### src/rtl/adc_level_monitor_if.sv
// adc_level_monitor_if: CPU-facing config write and snapshot read bus of adc_level_monitor.
interface adc_level_monitor_if #(
    parameter int unsigned WIN_BITS = 16,
    parameter int unsigned CNT_BITS = 32
);
    logic                cfg_wr;
    logic [3:0]          cfg_addr;
    logic [WIN_BITS-1:0] cfg_data;
    logic [3:0]          rd_idx;
    logic [CNT_BITS-1:0] rd_data;

    // Requester side: issues config writes and selects a snapshot.
    modport master (
        output cfg_wr,
        output cfg_addr,
        output cfg_data,
        output rd_idx,
        input  rd_data
    );

    // Monitor side.
    modport slave (
        input  cfg_wr,
        input  cfg_addr,
        input  cfg_data,
        input  rd_idx,
        output rd_data
    );
endinterface

### src/rtl/adc_level_monitor.sv
// adc_level_monitor: per-window ADC magnitude level counts, overflow count,
// longest overflow run and run-length alarm, all in the adc_clk domain.
// Optional per-window peak magnitude tracking is enabled by ADC_LVL_PEAK_EN.
module adc_level_monitor #(
    parameter int unsigned ADC_BITS = 14,
    parameter int unsigned NLVL     = 4,
    parameter int unsigned WIN_BITS = 16,
    parameter int unsigned CNT_BITS = 32
) (
    input  logic                       adc_clk,
    input  logic                       adc_rst,
    input  logic signed [ADC_BITS-1:0] adc_data,
    input  logic                       adc_ovfl,
    adc_level_monitor_if.slave         bus,
    output logic                       win_done,
    output logic                       ovfl_flag,
    output logic                       run_alarm
);
    localparam int unsigned MAG_BITS = ADC_BITS - 1;
    localparam int unsigned CMP_BITS = (CNT_BITS > WIN_BITS) ? CNT_BITS : WIN_BITS;

    localparam logic [3:0] ADDR_WIN   = 4'd8;
    localparam logic [3:0] ADDR_MASK  = 4'd9;
    localparam logic [3:0] ADDR_ALARM = 4'd10;
    localparam logic [3:0] IDX_OVFL   = 4'd8;
    localparam logic [3:0] IDX_RUN    = 4'd9;

    // Configuration
    logic [MAG_BITS-1:0] thr_q [NLVL];
    logic [WIN_BITS-1:0] win_len_q;
    logic [WIN_BITS-1:0] ovfl_mask_q;
    logic [WIN_BITS-1:0] alarm_len_q;

    // Window accumulators and overflow run tracking
    logic [WIN_BITS-1:0] smp_cnt_q;
    logic [CNT_BITS-1:0] lvl_acc_q [NLVL];
    logic [CNT_BITS-1:0] ovfl_acc_q;
    logic [CNT_BITS-1:0] max_run_q;
    logic [CNT_BITS-1:0] run_q;
    logic                alarm_armed_q;

    // Snapshots seen by the CPU
    logic [CNT_BITS-1:0] lvl_snap_q [NLVL];
    logic [CNT_BITS-1:0] ovfl_snap_q;
    logic [CNT_BITS-1:0] max_run_snap_q;

    // Combinational helpers
    logic [ADC_BITS-1:0] neg_c;
    logic [MAG_BITS-1:0] mag_c;
    logic                cfg_hit_c;
    logic                win_end_c;
    logic                snap_c;
    logic [CNT_BITS-1:0] lvl_nxt_c [NLVL];
    logic [CNT_BITS-1:0] ovfl_nxt_c;
    logic [CNT_BITS-1:0] run_nxt_c;
    logic [CNT_BITS-1:0] max_run_nxt_c;
    logic                alarm_fire_c;

    function automatic logic [CNT_BITS-1:0] sat_inc(input logic [CNT_BITS-1:0] v,
                                                    input logic              en);
        return (en && (v != {CNT_BITS{1'b1}})) ? v + CNT_BITS'(1) : v;
    endfunction

    // Magnitude; the most negative code saturates instead of wrapping to zero.
    always_comb begin
        neg_c = (~adc_data) + ADC_BITS'(1);
        mag_c = adc_data[MAG_BITS-1:0];
        if (adc_data[ADC_BITS-1]) begin
            mag_c = neg_c[ADC_BITS-1] ? {MAG_BITS{1'b1}} : neg_c[MAG_BITS-1:0];
        end
    end

    // A write counts only when it targets a defined register.
    always_comb begin
        cfg_hit_c = 1'b0;
        if (bus.cfg_wr) begin
            if ((bus.cfg_addr == ADDR_WIN) || (bus.cfg_addr == ADDR_MASK) ||
                (bus.cfg_addr == ADDR_ALARM)) begin
                cfg_hit_c = 1'b1;
            end
            for (int i = 0; i < int'(NLVL); i++) begin
                if (bus.cfg_addr == 4'(i)) begin
                    cfg_hit_c = 1'b1;
                end
            end
        end
    end

    // Next accumulator values including the current sample, plus alarm decision.
    always_comb begin
        win_end_c = (smp_cnt_q == win_len_q);
        snap_c    = win_end_c && !cfg_hit_c;
        for (int i = 0; i < int'(NLVL); i++) begin
            lvl_nxt_c[i] = sat_inc(lvl_acc_q[i], mag_c >= thr_q[i]);
        end
        ovfl_nxt_c    = sat_inc(ovfl_acc_q, adc_ovfl);
        run_nxt_c     = adc_ovfl ? sat_inc(run_q, 1'b1) : '0;
        max_run_nxt_c = (run_nxt_c > max_run_q) ? run_nxt_c : max_run_q;
        alarm_fire_c  = alarm_armed_q && (alarm_len_q != '0) &&
                        (CMP_BITS'(run_q) == CMP_BITS'(alarm_len_q));
    end

    // Configuration registers.
    always_ff @(posedge adc_clk or posedge adc_rst) begin
        if (adc_rst) begin
            for (int i = 0; i < int'(NLVL); i++) begin
                thr_q[i] <= '1;
            end
            win_len_q   <= '1;
            ovfl_mask_q <= '1;
            alarm_len_q <= '0;
        end else if (bus.cfg_wr) begin
            for (int i = 0; i < int'(NLVL); i++) begin
                if (bus.cfg_addr == 4'(i)) begin
                    thr_q[i] <= MAG_BITS'(bus.cfg_data);
                end
            end
            case (bus.cfg_addr)
                ADDR_WIN:   win_len_q   <= bus.cfg_data;
                ADDR_MASK:  ovfl_mask_q <= bus.cfg_data;
                ADDR_ALARM: alarm_len_q <= bus.cfg_data;
                default: ;
            endcase
        end
    end

    // Sample counter and accumulators; cleared at window end or on a config restart.
    always_ff @(posedge adc_clk or posedge adc_rst) begin
        if (adc_rst) begin
            smp_cnt_q  <= '0;
            for (int i = 0; i < int'(NLVL); i++) begin
                lvl_acc_q[i] <= '0;
            end
            ovfl_acc_q <= '0;
            max_run_q  <= '0;
        end else if (cfg_hit_c || win_end_c) begin
            smp_cnt_q  <= '0;
            for (int i = 0; i < int'(NLVL); i++) begin
                lvl_acc_q[i] <= '0;
            end
            ovfl_acc_q <= '0;
            max_run_q  <= '0;
        end else begin
            smp_cnt_q  <= smp_cnt_q + WIN_BITS'(1);
            for (int i = 0; i < int'(NLVL); i++) begin
                lvl_acc_q[i] <= lvl_nxt_c[i];
            end
            ovfl_acc_q <= ovfl_nxt_c;
            max_run_q  <= max_run_nxt_c;
        end
    end

    // Overflow run length spans windows; the alarm re-arms once the run breaks.
    always_ff @(posedge adc_clk or posedge adc_rst) begin
        if (adc_rst) begin
            run_q         <= '0;
            alarm_armed_q <= 1'b1;
            run_alarm     <= 1'b0;
        end else begin
            run_q         <= run_nxt_c;
            alarm_armed_q <= (run_q == '0) ? 1'b1 : (alarm_armed_q && !alarm_fire_c);
            run_alarm     <= alarm_fire_c;
        end
    end

    // Snapshot at window end; a coincident config write suppresses it.
    always_ff @(posedge adc_clk or posedge adc_rst) begin
        if (adc_rst) begin
            for (int i = 0; i < int'(NLVL); i++) begin
                lvl_snap_q[i] <= '0;
            end
            ovfl_snap_q    <= '0;
            max_run_snap_q <= '0;
            win_done       <= 1'b0;
            ovfl_flag      <= 1'b0;
        end else begin
            win_done  <= snap_c;
            ovfl_flag <= snap_c &&
                         ((CMP_BITS'(ovfl_nxt_c) & CMP_BITS'(ovfl_mask_q)) != '0);
            if (snap_c) begin
                for (int i = 0; i < int'(NLVL); i++) begin
                    lvl_snap_q[i] <= lvl_nxt_c[i];
                end
                ovfl_snap_q    <= ovfl_nxt_c;
                max_run_snap_q <= max_run_nxt_c;
            end
        end
    end

`ifdef ADC_LVL_PEAK_EN
    localparam logic [3:0] IDX_PEAK = 4'd10;

    logic [MAG_BITS-1:0] peak_q;
    logic [MAG_BITS-1:0] peak_snap_q;
    logic [MAG_BITS-1:0] peak_nxt_c;

    // Peak magnitude including the current sample.
    always_comb begin
        peak_nxt_c = (mag_c > peak_q) ? mag_c : peak_q;
    end

    // Per-window peak, cleared together with the other accumulators.
    always_ff @(posedge adc_clk or posedge adc_rst) begin
        if (adc_rst) begin
            peak_q      <= '0;
            peak_snap_q <= '0;
        end else if (cfg_hit_c || win_end_c) begin
            peak_q <= '0;
            if (snap_c) begin
                peak_snap_q <= peak_nxt_c;
            end
        end else begin
            peak_q <= peak_nxt_c;
        end
    end
`endif

    // Snapshot read mux; undefined indices read as zero.
    always_comb begin
        bus.rd_data = '0;
        for (int i = 0; i < int'(NLVL); i++) begin
            if (bus.rd_idx == 4'(i)) begin
                bus.rd_data = lvl_snap_q[i];
            end
        end
        case (bus.rd_idx)
            IDX_OVFL: bus.rd_data = ovfl_snap_q;
            IDX_RUN:  bus.rd_data = max_run_snap_q;
`ifdef ADC_LVL_PEAK_EN
            IDX_PEAK: bus.rd_data = CNT_BITS'(peak_snap_q);
`endif
            default: ;
        endcase
    end
endmodule

### src/flat_wrapper.sv
// flat-port wrapper written by rule: the top's interface ports become plain ports
module adc_level_monitor_flat 
#(
    parameter int unsigned ADC_BITS = 14,
    parameter int unsigned NLVL     = 4,
    parameter int unsigned WIN_BITS = 16,
    parameter int unsigned CNT_BITS = 32
)
  (adc_clk, adc_rst, adc_data, adc_ovfl, win_done, ovfl_flag, run_alarm, bus_cfg_wr, bus_cfg_addr, bus_cfg_data, bus_rd_idx, bus_rd_data);
  adc_level_monitor_if #(.WIN_BITS(WIN_BITS), .CNT_BITS(CNT_BITS)) bus_i ();
  input  logic adc_clk;
  input  logic adc_rst;
  input  logic signed [ADC_BITS-1:0] adc_data;
  input  logic adc_ovfl;
  output logic win_done;
  output logic ovfl_flag;
  output logic run_alarm;
  input wire logic [$bits(bus_i.cfg_wr)-1:0] bus_cfg_wr;
  input wire logic [$bits(bus_i.cfg_addr)-1:0] bus_cfg_addr;
  input wire logic [$bits(bus_i.cfg_data)-1:0] bus_cfg_data;
  input wire logic [$bits(bus_i.rd_idx)-1:0] bus_rd_idx;
  output wire logic [$bits(bus_i.rd_data)-1:0] bus_rd_data;
  assign bus_i.cfg_wr = bus_cfg_wr;
  assign bus_i.cfg_addr = bus_cfg_addr;
  assign bus_i.cfg_data = bus_cfg_data;
  assign bus_i.rd_idx = bus_rd_idx;
  assign bus_rd_data = bus_i.rd_data;
  adc_level_monitor #(.ADC_BITS(ADC_BITS), .NLVL(NLVL), .WIN_BITS(WIN_BITS), .CNT_BITS(CNT_BITS)) u_core (.adc_clk(adc_clk), .adc_rst(adc_rst), .adc_data(adc_data), .adc_ovfl(adc_ovfl), .bus(bus_i), .win_done(win_done), .ovfl_flag(ovfl_flag), .run_alarm(run_alarm));
endmodule
### config.mk
export PLATFORM = sky130hd
export DESIGN_NAME = adc_level_monitor_flat
export DESIGN_NICKNAME = d
export VERILOG_FILES = /design/src/rtl/adc_level_monitor_if.sv /design/src/rtl/adc_level_monitor.sv /design/src/flat_wrapper.sv
export SDC_FILE = /design/constraint.sdc
export NUM_CORES = 1
export LEC_CHECK = 0
export BUFFER_PORTS_ARGS = -buffer_cell sky130_fd_sc_hd__buf_2
export CORE_MARGIN = 2
export CORE_UTILIZATION = 63
export DETAILED_ROUTE_END_ITERATION = 12
export PLACE_DENSITY = 0.8
export SYNTH_ARGS = -nofsm -noshare
export SYNTH_HDL_FRONTEND = slang
export SYNTH_SLANG_ARGS = --single-unit
### constraint.sdc
create_clock -name adc_clk -period 17.2 [get_ports adc_clk]
set_input_delay 0 -clock adc_clk [delete_from_list [all_inputs] [get_ports adc_clk]]
set_output_delay 0 -clock adc_clk [all_outputs]
set_load 0.02 [all_outputs]
* Yosys cells after proc, flatten, opt, wreduce, memory -nomap -nowiden
Cells that the tools add are included.
** Storage, ports and cells
- Flip-flop bits (word level) :: 536
- Bits in latches :: 0
- Memory bits (writable) :: 0
- Memory bits (read-only) :: 0
- Input port bits :: 42
- Output and inout port bits :: 35
- Logic and storage cells :: 112
- Memories kept :: 0
** Cells by class
- $add $sub $neg :: 8
- Multiply operators :: 0
- Divide/modulo/power cells :: 0
- $lt $le $gt $ge :: 5
- Equal/unequal tests :: 19
- Shifts and indexed selects :: 0
- Mux-type cells :: 26
- Bitwise gates (word level) :: 2
- Reduce and logical (&&, ||, !) cells :: 27
** Operator list (number)
- $mux W32 :: 14
- $add A32 B1 Y32 const B :: 6
- $ne A32 B32 Y1 const B :: 6
- $mux W128 :: 1
- $pmux W32 S2 :: 1
- $ge A13 B13 Y1 :: 4
- $and A32 B16 Y32 :: 1
- $eq A32 B16 Y1 :: 1
- $gt A32 B32 Y1 :: 1
- $logic_not A32 Y1 :: 1
- $reduce_bool A32 Y1 :: 1
- $mux W13 :: 2
- $eq A4 B4 Y1 const B :: 5
- $add A16 B1 Y16 const B :: 1
- $eq A16 B16 Y1 :: 1
- $eq A4 B2 Y1 const B :: 4
- $mux W16 :: 1
- $reduce_bool A16 Y1 :: 1
- $add A14 B2 Y14 const B :: 1
- $not A14 Y14 :: 1
- $reduce_and A2 Y1 :: 7
- $logic_and A1 B1 Y1 :: 10
- $eq A4 B1 Y1 const B :: 2
- $logic_not A4 Y1 :: 2
- 3 further kinds :: 12

* Depth between registers and ports, before layout
Gate-level depths: netlist of run 1.
- Depth in word-level cells :: 12
- Mapped depth :: 21
- Depth with buffers taken out :: 19

* Worst setup path after synthesis of run 1
OpenSTA, ideal clock, no wires.
- Path kind :: input -> register
- Start :: input adc_data[1]
- End :: register u_core.lvl_snap_q[23] (netlist bit)
- Setup time :: 0.082 ns
- Data arrival time :: 3.964 ns
- Slack :: 13.154 ns
- Stages :: 17
- Path buffers :: 3
- Cells stage by stage :: nor3_1 nand3_1 or3_1 or3_1 nor3_1 clkbuf_1 o21ai_0 o21ai_0 ha_1 a21o_1 a21o_1 a221oi_1 and2_1 clkbuf_1 clkbuf_1 o21ai_0 a31oi_1
** On the way
- Longest elaborated chain between the ends :: 7
** Ends and longest elaborated chain
- start: declaration :: RTL line flat_wrapper.sv:13 : input logic signed [ADC_BITS-1:0] adc_data;
- $not A14 Y14 :: RTL line adc_level_monitor.sv:66 : neg_c = (~adc_data) + ADC_BITS'(1);
- $add A14 B2 Y14 :: RTL line adc_level_monitor.sv:66
- $mux W13 :: RTL line adc_level_monitor.sv:69 : mag_c = neg_c[ADC_BITS-1] ? {MAG_BITS{1'b1}} : neg_c[MAG_BITS-1:0];
- $mux W13 (*) :: RTL line adc_level_monitor.sv:68 : if (adc_data[ADC_BITS-1]) begin
- $ge A13 B13 Y1 (*) :: RTL line adc_level_monitor.sv:94 : lvl_nxt_c[i] = sat_inc(lvl_acc_q[i], mag_c >= thr_q[i]);
- $logic_and A1 B1 Y1 (*) :: RTL line adc_level_monitor.sv:61 : return (en && (v != {CNT_BITS{1'b1}})) ? v + CNT_BITS'(1) : v;
- $mux W32 (*) :: RTL line adc_level_monitor.sv:61
- end signal: indexed assignment :: RTL line adc_level_monitor.sv:182 : lvl_snap_q[i] <= lvl_nxt_c[i];
- end: declaration :: RTL line adc_level_monitor.sv:43 : logic [CNT_BITS-1:0] lvl_snap_q [NLVL];
Every way passes the cells marked *; elsewhere a longest branch is shown, timed or not.
A chain may end at the register's enable or synchronous reset.

* Final worst setup path of run 1
- Start :: register u_core.run_q[1]
- End :: register u_core.max_run_snap_q[21]
** On the way
- Longest elaborated chain between the ends :: 5
** Ends and longest elaborated chain
- start: declaration :: RTL line adc_level_monitor.sv:39 : logic [CNT_BITS-1:0] run_q;
- start signal: assignment :: RTL line adc_level_monitor.sv:160 : run_q <= run_nxt_c;
- $add A32 B1 Y32 or $ne A32 B32 Y1 (tied branches) :: RTL line adc_level_monitor.sv:61
- $mux W32 (*) :: RTL line adc_level_monitor.sv:61
- $mux W32 (*) :: RTL line adc_level_monitor.sv:97 : run_nxt_c = adc_ovfl ? sat_inc(run_q, 1'b1) : '0;
- named net u_core.run_nxt_c[7] :: RTL line adc_level_monitor.sv:55 : logic [CNT_BITS-1:0] run_nxt_c;
- $gt A32 B32 Y1 (*) :: RTL line adc_level_monitor.sv:98 : max_run_nxt_c = (run_nxt_c > max_run_q) ? run_nxt_c : max_run_q;
- $mux W32 (*) :: RTL line adc_level_monitor.sv:98
- end signal: assignment :: RTL line adc_level_monitor.sv:185 : max_run_snap_q <= max_run_nxt_c;
- end: declaration :: RTL line adc_level_monitor.sv:45 : logic [CNT_BITS-1:0] max_run_snap_q;
Mark *: on every way through the listed nets, which the timed path passes. The rest lies on a longest branch.

==> impl_metrics.json, run 1 <==
{
  "outcome": "finished, final reports clean",
  "worst_ep_required_time_ns": 17.65,
  "antennaDiodeCount": 0,
  "final_design_area_no_fill_um2": 30300,
  "mappedNetlistNets": 2980,
  "switching_power_uw": 919,
  "worstSetupEndpoint": "u_core.max_run_snap_q[21]$_DFFE_PP0P_",
  "p_sw_frac": 0.276,
  "pin_count": 77,
  "critPathArrivalTime_ns": 5.81,
  "design.core.area_um2": 43000,
  "r2r.worst_path.cells": 16,
  "synth_edf_count": 0,
  "synth.lib_cells_used.distinct": 69,
  "cts_inserted_buffers": 56,
  "core.rowCount": 76,
  "tritoncts_clock_tree": "built",
  "cts.repair_timing.setup_buffer_count": 0,
  "port-buffer-count": 76,
  "start_util": 0.636,
  "worst_skew_pair.late_latency_ns": 0.62,
  "seq_area_frac_synth": 0.494,
  "maximum_root_to_sink_buffer_count": 3,
  "first_pass_grt_wire_length_um": 118000,
  "route.antenna.remaining_nets": 0,
  "leakagePower_uw": 0.0132,
  "clock_tree.htree_level_count": 2,
  "slew-limit-headroom": 0.209,
  "irDropWorstVdd_mv": 0.0881,
  "r2r_start": "u_core.run_q[1]$_DFF_PP0_",
  "layout.filler_cells": 3119,
  "area_growth_syn_to_layout_pct": 10.8,
  "post_cts_resized": 0,
  "timing.critical_path.from_type": "flop",
  "clkSlewWorstSetupHoldPaths_ns": 0.06,
  "hold_path_origin": "adc_ovfl",
  "wirelength_per_cell_um": 21.2,
  "final-hold-violation-count": 0,
  "detailedPlacementHpwl_um": 51300,
  "gr-usage-all-layers": 0.336,
  "place_inst": 3377,
  "worst-path-max-fanout": 22,
  "worst_clock_skew_ns": 0.0147,
  "power_density_nw_per_um2": 110,
  "ys_warn_count": 0,
  "finalCritPeriodShare": 0.311,
  "cp_class": "flop to flop",
  "initialDrtViolationCount": 2414,
  "num_vias": 22200,
  "via_per_inst": 6.35,
  "grt_antenna_before_repair": 2,
  "period_needed_ns": 5.36,
  "finalNetCount": 3004,
  "grt_pass1_vias": 21700,
  "critical_path.startpoint": "u_core.run_q[1]$_DFF_PP0_",
  "dieHeight_um": 212,
  "postSynthRegisterBits": 536,
  "timing.hold.ws_ns": 0.0401,
  "mappedNetlistArea_um2": 27300,
  "rr_endpoint": "u_core.max_run_snap_q[21]$_DFFE_PP0P_",
  "avgSynthCellArea_um2": 9.61,
  "max_clock_freq_mhz": 187,
  "timing.reg2reg.setup_slack_ns": 11.84,
  "placed_cell_area_um2": 28100,
  "finalMaxSlewViolations": 0,
  "share_seq_of_total_power": 0.458,
  "postSynthCellCount": 2845,
  "drcViolationCount": 0,
  "cts_root_buffer": "sky130_fd_sc_hd__clkbuf_16",
  "gpl.final_weighted_congestion": 0.935,
  "final_cell_count_no_fill": 3498,
  "power.share.clock": 0.392,
  "hold_path_class": "input pin to flop",
  "wl_um": 74300,
  "setup-violations-final": 0,
  "post_cts_hold_buffer_count": 19,
  "worstMarginPinSlew_ns": 1.18,
  "overflow": 0,
  "drtPass1Iterations": 6,
  "rsz0062_at_grt": "no",
  "synth_flop_cell": "sky130_fd_sc_hd__dfrtp_1",
  "ys_async_sr_fraction": 1.00,
  "grt_max_degree": 158,
  "post_route_cells_drive_above_1_share": 0.137,
  "horizontal_die_dimension_um": 212,
  "maxCapViolCount": 0,
  "combPwrFrac": 0.150,
  "internal_power_uw": 2420,
  "end_kind": "flop",
  "final_layout_setup_total_negative_slack_ns": 0,
  "tritoncts_num_sinks": 536,
  "die-area_um2": 45100
}
## worst min path at each step
stage | endpoint | depth (start not counted) | slack [ns]
6_report | u_core.run_q[0]$_DFF_PP0_ | 3 | 0.04
3_3_place_gp | u_core.max_run_snap_q[12]$_DFFE_PP0P_ | 2 | 0.29
3_5_place_dp | u_core.lvl_snap_q[44]$_DFFE_PP0P_ | 2 | 0.30
4_1_cts | u_core.run_q[0]$_DFF_PP0_ | 3 | 0.03
2_1_floorplan | u_core.thr_q[10]$_DFFE_PP1P_ | 2 | 0.11
5_1_grt | u_core.smp_cnt_q[1]$_DFF_PP0_ | 4 | 0.09
## cells in the final DEF, fill, tap and decap left out, types with 13 or more instances in the layout
cell type                       synthesis  final
sky130_fd_sc_hd__clkbuf_16              0     57
sky130_fd_sc_hd__o21ai_0              245    245
sky130_fd_sc_hd__nand3_1              132    132
sky130_fd_sc_hd__mux2i_1               46     46
sky130_fd_sc_hd__a22oi_1               84     84
sky130_fd_sc_hd__and2_1                35     35
sky130_fd_sc_hd__a31oi_1               29     29
sky130_fd_sc_hd__buf_4                  0     23
sky130_fd_sc_hd__buf_2                 28     76
sky130_fd_sc_hd__nor3_1                65     65
sky130_fd_sc_hd__a21oi_1               78     76
sky130_fd_sc_hd__a21o_1                25     25
sky130_fd_sc_hd__dfstp_2               85     85
sky130_fd_sc_hd__dfrtp_1              451    451
sky130_fd_sc_hd__ha_1                  93     93
sky130_fd_sc_hd__nor3b_1               15     13
sky130_fd_sc_hd__xor2_1                75     75
sky130_fd_sc_hd__nor4_1                54     52
sky130_fd_sc_hd__or3_1                 29     29
sky130_fd_sc_hd__dlygate4sd3_1          0     19
sky130_fd_sc_hd__nor2_1               268    268
sky130_fd_sc_hd__and4_1                18     18
sky130_fd_sc_hd__mux2_2                84     84
sky130_fd_sc_hd__nand2_1              306    305
sky130_fd_sc_hd__inv_1                119    118
sky130_fd_sc_hd__nand4_1               86     86
sky130_fd_sc_hd__and3_1                23     23
sky130_fd_sc_hd__xnor2_1              129    129
sky130_fd_sc_hd__nor4b_1               15     13
## through the flow
step,power (uW),utilization,setup slack [ns]
detailed placement,2030,0.654,11.69
CTS,3340,0.705,12.00
floorplan,1870,-,2.36
global placement,2010,0.654,11.97
global route,3470,0.705,11.41
finish,3330,0.705,11.84
## synthesized netlist by cell type, types with 15 or more instances
master	n	area share
sky130_fd_sc_hd__dfrtp_1	451	0.41
sky130_fd_sc_hd__nand2_1	306	0.042
sky130_fd_sc_hd__nor2_1	268	0.037
sky130_fd_sc_hd__o21ai_0	245	0.045
sky130_fd_sc_hd__nand3_1	132	0.024
sky130_fd_sc_hd__xnor2_1	129	0.041
sky130_fd_sc_hd__inv_1	119	0.016
sky130_fd_sc_hd__clkbuf_1	113	0.016
sky130_fd_sc_hd__ha_1	93	0.043
sky130_fd_sc_hd__nand4_1	86	0.020
sky130_fd_sc_hd__dfstp_2	85	0.082
sky130_fd_sc_hd__a22oi_1	84	0.023
sky130_fd_sc_hd__mux2_2	84	0.035
sky130_fd_sc_hd__a21oi_1	78	0.014
sky130_fd_sc_hd__xor2_1	75	0.024
sky130_fd_sc_hd__nor3_1	65	0.012
sky130_fd_sc_hd__nor4_1	54	0.012
sky130_fd_sc_hd__mux2i_1	46	0.017
sky130_fd_sc_hd__and2_1	35	0.0080
sky130_fd_sc_hd__a31oi_1	29	0.0066
sky130_fd_sc_hd__or3_1	29	0.0066
sky130_fd_sc_hd__buf_2	28	0.0051
sky130_fd_sc_hd__a21o_1	25	0.0069
sky130_fd_sc_hd__and3_1	23	0.0053
sky130_fd_sc_hd__and4_1	18	0.0058
sky130_fd_sc_hd__nor3b_1	15	0.0041
sky130_fd_sc_hd__nor4b_1	15	0.0048
## cell type report
class,instances,area [um^2],area share
repair buffers,119,763,0.0252
multi-input cells,2037,12800,0.424
clock inverters,30,433,0.0143
flip-flops and latches,536,13500,0.446
clock buffers,72,1560,0.0516
well taps,585,732,0.0242
inverters,119,454,0.0150
## state kept, by name, summed over array words and instances (netlist names)
| name | flops |
|---|---|
| u_core.lvl_snap_q | 128 |
| u_core.ovfl_acc_q | 32 |
| u_core.lvl_acc_q | 128 |
| u_core.run_alarm | 1 |
| u_core.max_run_snap_q | 32 |
| u_core.smp_cnt_q | 16 |
| u_core.ovfl_snap_q | 32 |
| u_core.win_done | 1 |
| u_core.run_q | 32 |
| u_core.thr_q | 52 |
| u_core.win_len_q | 16 |
| u_core.alarm_armed_q | 1 |
| u_core.ovfl_flag | 1 |
| u_core.ovfl_mask_q | 16 |
| u_core.alarm_len_q | 16 |
| u_core.max_run_q | 32 |
## per-layer routing
layer / part of all wire / global-route usage / vias to the layer above
met5: 0 / 0 / -
met4: 0.037 / 0.123 / 0
met3: 0.078 / 0.0579 / 186
met2: 0.46 / 0.527 / 915
met1: 0.42 / 0.475 / 11100
li1: - / - / 10000
## critical path: stages (launching register included)
cell,delay (ns)
sky130_fd_sc_hd__dfrtp_1,0.44
sky130_fd_sc_hd__ha_1,0.44
sky130_fd_sc_hd__nand2_1,0.09
sky130_fd_sc_hd__nor3_1,0.35
sky130_fd_sc_hd__nand4_1,0.61
sky130_fd_sc_hd__nand4_1,0.37
sky130_fd_sc_hd__mux2i_1,0.42
sky130_fd_sc_hd__ha_1,0.33
sky130_fd_sc_hd__a21oi_1,0.16
sky130_fd_sc_hd__o21ai_0,0.14
sky130_fd_sc_hd__a21oi_1,0.20
sky130_fd_sc_hd__o211ai_1,0.17
sky130_fd_sc_hd__a221o_1,0.37
sky130_fd_sc_hd__o21ai_4,0.21
sky130_fd_sc_hd__buf_4,0.46
sky130_fd_sc_hd__mux2i_1,0.31
sky130_fd_sc_hd__o21ai_0,0.11
## logic make-up (layout without fill, tap and decap cells)
| family | after synthesis | after routing | synth area share |
|---|---|---|---|
| AOI/OAI and AO/OA | 509 | 509 | 0.110 |
| and+or+nand+nor | 1100 | 1100 | 0.197 |
| adders and majority gates | 94 | 94 | 0.0429 |
| DFF | 536 | 536 | 0.494 |
| buffers and inverters | 272 | 340 | 0.0389 |
| xor gates and xnor gates | 204 | 204 | 0.0653 |
| muxes | 130 | 130 | 0.0514 |
## power by group through the flow
stage,sequential (uW),combinational (uW),clock (uW)
after floorplan,1500,371,0
after global placement,1540,471,0
after detailed placement,1540,489,0
after CTS,1520,497,1320
after global routing,1540,556,1370
final,1530,499,1310
Note: power is estimated with default switching activity, not from simulation.
==> run 2, diff against run 1 <==
--- a/config.mk
+++ b/config.mk
@@ -7,9 +7,9 @@
 export LEC_CHECK = 0
 export BUFFER_PORTS_ARGS = -buffer_cell sky130_fd_sc_hd__buf_2
 export CORE_MARGIN = 2
-export CORE_UTILIZATION = 63
+export CORE_UTILIZATION = 57
 export DETAILED_ROUTE_END_ITERATION = 12
-export PLACE_DENSITY = 0.8
+export PLACE_DENSITY = 0.77
 export SYNTH_ARGS = -nofsm -noshare
 export SYNTH_HDL_FRONTEND = slang
 export SYNTH_SLANG_ARGS = --single-unit
==> constraint.sdc (replaced) <==
create_clock -name adc_clk -period 4.35 [get_ports adc_clk]
set_input_delay 0 -clock adc_clk [delete_from_list [all_inputs] [get_ports adc_clk]]
set_output_delay 0 -clock adc_clk [all_outputs]
set_load 0.02 [all_outputs]
==> impl_metrics.json, run 2 (same netlist as run 1, synthesis figures left out) <==
{
  "seq_area_um2": 13500,
  "num_vias": 22300,
  "switching_power_uw": 3730,
  "leakagePower_uw": 0.0136,
  "dieHeight_um": 223,
  "place_inst": 3467,
  "max_clock_freq_mhz": 237,
  "gr-usage-all-layers": 0.304,
  "worstSetupEndpoint": "u_core.max_run_snap_q[21]$_DFFE_PP0P_",
  "period_needed_ns": 4.21,
  "maxCapViolCount": 0,
  "finalNetCount": 3073,
  "overflow": 0,
  "power.share.clock": 0.388,
  "combPwrFrac": 0.166,
  "drcViolationCount": 0,
  "layout_commonest_cell": "sky130_fd_sc_hd__dfrtp_1",
  "drtPass1Iterations": 5,
  "grt_antenna_before_repair": 1,
  "core.rowCount": 80,
  "grt_max_degree": 195,
  "port-buffer-count": 76,
  "cp_class": "flop to flop",
  "end_kind": "flop",
  "critPathArrivalTime_ns": 4.67,
  "start_util": 0.575,
  "setup-violations-final": 0,
  "r2r.worst_path.cells": 19,
  "detailedPlacementHpwl_um": 52600,
  "outcome": "finished, final reports clean",
  "area_growth_syn_to_layout_pct": 13.8,
  "wirelength_per_cell_um": 20.9,
  "final-hold-violation-count": 0,
  "hold_path_origin": "bus_cfg_addr[3]",
  "preCtsSetupSlack_ns": -0.0368,
  "maximum_root_to_sink_buffer_count": 3,
  "critical_path.startpoint": "u_core.run_q[0]$_DFF_PP0_",
  "clock_tree.htree_level_count": 2,
  "worst-path-max-fanout": 12,
  "share_seq_of_total_power": 0.446,
  "tritoncts_clock_tree": "built",
  "irDropWorstVdd_mv": 0.368,
  "hold_path_class": "input pin to flop",
  "die-area_um2": 49700,
  "route.antenna.remaining_nets": 0,
  "worstMarginPinSlew_ns": 1.18,
  "initialDrtViolationCount": 2301,
  "slew-limit-headroom": 0.209,
  "worst_ep_required_time_ns": 4.80,
  "multi_input_gate_area_um2": 12900,
  "layout.filler_cells": 3629,
  "final_cell_count_no_fill": 3599,
  "worst_clock_skew_ns": 0.0420,
  "clkSlewWorstSetupHoldPaths_ns": 0.06,
  "wl_um": 75300,
  "r2r_start": "u_core.run_q[0]$_DFF_PP0_",
  "first_pass_grt_wire_length_um": 120000,
  "cts_inserted_buffers": 55,
  "tritoncts_num_sinks": 536,
  "final_design_area_no_fill_um2": 31100,
  "layout_top_registers": "u_core.lvl_acc_q x128, u_core.lvl_snap_q x128, u_core.thr_q x52",
  "horizontal_die_dimension_um": 223,
  "rr_endpoint": "u_core.max_run_snap_q[21]$_DFFE_PP0P_",
  "finalMaxSlewViolations": 0,
  "cts_root_buffer": "sky130_fd_sc_hd__clkbuf_16",
  "timing.reg2reg.setup_slack_ns": 0.14,
  "gpl.final_weighted_congestion": 0.910,
  "post_route_cells_drive_above_1_share": 0.162,
  "design.core.area_um2": 47500,
  "grt_pass1_vias": 22000,
  "antennaDiodeCount": 0,
  "post-route-worst-setup-slack_ns": 0.135,
  "p_sw_frac": 0.276,
  "most_frequent_cells_in_the_layout": "446 x sky130_fd_sc_hd__dfrtp_1, 305 x sky130_fd_sc_hd__nand2_1, 267 x sky130_fd_sc_hd__nor2_1, 245 x sky130_fd_sc_hd__o21ai_0, 132 x sky130_fd_sc_hd__nand3_1",
  "placed_cell_area_um2": 28700,
  "worst_skew_pair.late_latency_ns": 0.64,
  "timing.critical_path.from_type": "flop",
  "via_per_inst": 6.20,
  "internal_power_uw": 9780,
  "pin_count": 77,
  "timing.hold.ws_ns": 0.0717,
  "power_density_nw_per_um2": 434,
  "finalCritPeriodShare": 0.969
}
run 2: cell count changes in the layout (fill, tap and decap cells not counted), moves of 3 or more:
cell / previous run / this run
sky130_fd_sc_hd__buf_4: 23 / 77
sky130_fd_sc_hd__buf_12: 1 / 14
sky130_fd_sc_hd__clkbuf_8: 8 / 14
sky130_fd_sc_hd__dfrtp_1: 451 / 446
sky130_fd_sc_hd__dfrtp_2: 0 / 5
sky130_fd_sc_hd__clkinvlp_4: 4 / 8
sky130_fd_sc_hd__mux2i_1: 46 / 42
sky130_fd_sc_hd__mux2i_2: 0 / 4
sky130_fd_sc_hd__dlygate4sd3_1: 19 / 22
run 2: metal layers:
metal	part of all wire	global-route usage
met1	0.43	0.428
met2	0.47	0.484
met3	0.064	0.0412
met4	0.037	0.115
met5	0.00020	0
run 2: area by class of cell:
type	count	share of cell area
flip-flops and latches	536	0.435
multi-input cells	2037	0.414
clock buffers	74	0.0510
repair buffers	189	0.0469
well taps	615	0.0247
clock inverters	29	0.0147
inverters	119	0.0145
run 2: power by group through the flow:
stage	logic (uW)	registers, uW	clock network (uW)
final	2240	6020	5250
after global routing	2460	6070	5510
after CTS	2120	6010	5300
after detailed placement	2090	6090	0
after global placement	2000	6060	0
after floorplan	1470	5950	0
run 2: what timing repair did:
action,in CTS,in global routing
endpoints found under the setup margin,8,54
hold endpoints to repair,158,0
setup buffers,0,7
hold buffers,22,0
gates resized for setup,1,16
gates cloned,0,0
pin swaps,0,2
run 2: worst min-delay path by stage:
| stage | depth (start not counted) | slack (ns) | endpoint |
|---|---|---|---|
| floorplan | 2 | 0.11 | u_core.thr_q[10]$_DFFE_PP1P_ |
| global placement | 2 | 0.28 | u_core.lvl_snap_q[43]$_DFFE_PP0P_ |
| detailed placement | 2 | 0.30 | u_core.lvl_snap_q[43]$_DFFE_PP0P_ |
| CTS | 6 | 0.06 | u_core.ovfl_mask_q[6]$_DFFE_PP1P_ |
| global route | 4 | 0.08 | u_core.smp_cnt_q[1]$_DFF_PP0_ |
| finish | 6 | 0.07 | u_core.ovfl_mask_q[6]$_DFFE_PP1P_ |
run 2: stage by stage:
step | setup TNS (ns) | util | total power (uW)
final | 0 | 0.655 | 13500
after global routing | -0.0318 | 0.655 | 14000
after CTS | 0 | 0.652 | 13400
after detailed placement | -0.0659 | 0.605 | 8180
after global placement | 0 | 0.605 | 8060
after floorplan | -1365.80 | - | 7410
run 2: worst max-delay path: stages, from the launching register on:
cell,delay [ns]
sky130_fd_sc_hd__dfrtp_1,0.38
sky130_fd_sc_hd__ha_1,0.21
sky130_fd_sc_hd__nand2_1,0.06
sky130_fd_sc_hd__nor3_1,0.05
sky130_fd_sc_hd__buf_4,0.16
sky130_fd_sc_hd__and4_1,0.21
sky130_fd_sc_hd__buf_4,0.17
sky130_fd_sc_hd__or3_1,0.34
sky130_fd_sc_hd__a21boi_1,0.42
sky130_fd_sc_hd__ha_1,0.31
sky130_fd_sc_hd__nand4_1,0.15
sky130_fd_sc_hd__inv_1,0.07
sky130_fd_sc_hd__a21oi_1,0.14
sky130_fd_sc_hd__o211ai_1,0.17
sky130_fd_sc_hd__a221o_1,0.37
sky130_fd_sc_hd__o21ai_4,0.08
sky130_fd_sc_hd__buf_12,0.15
sky130_fd_sc_hd__buf_12,0.15
sky130_fd_sc_hd__mux2i_1,0.31
sky130_fd_sc_hd__o21ai_0,0.13
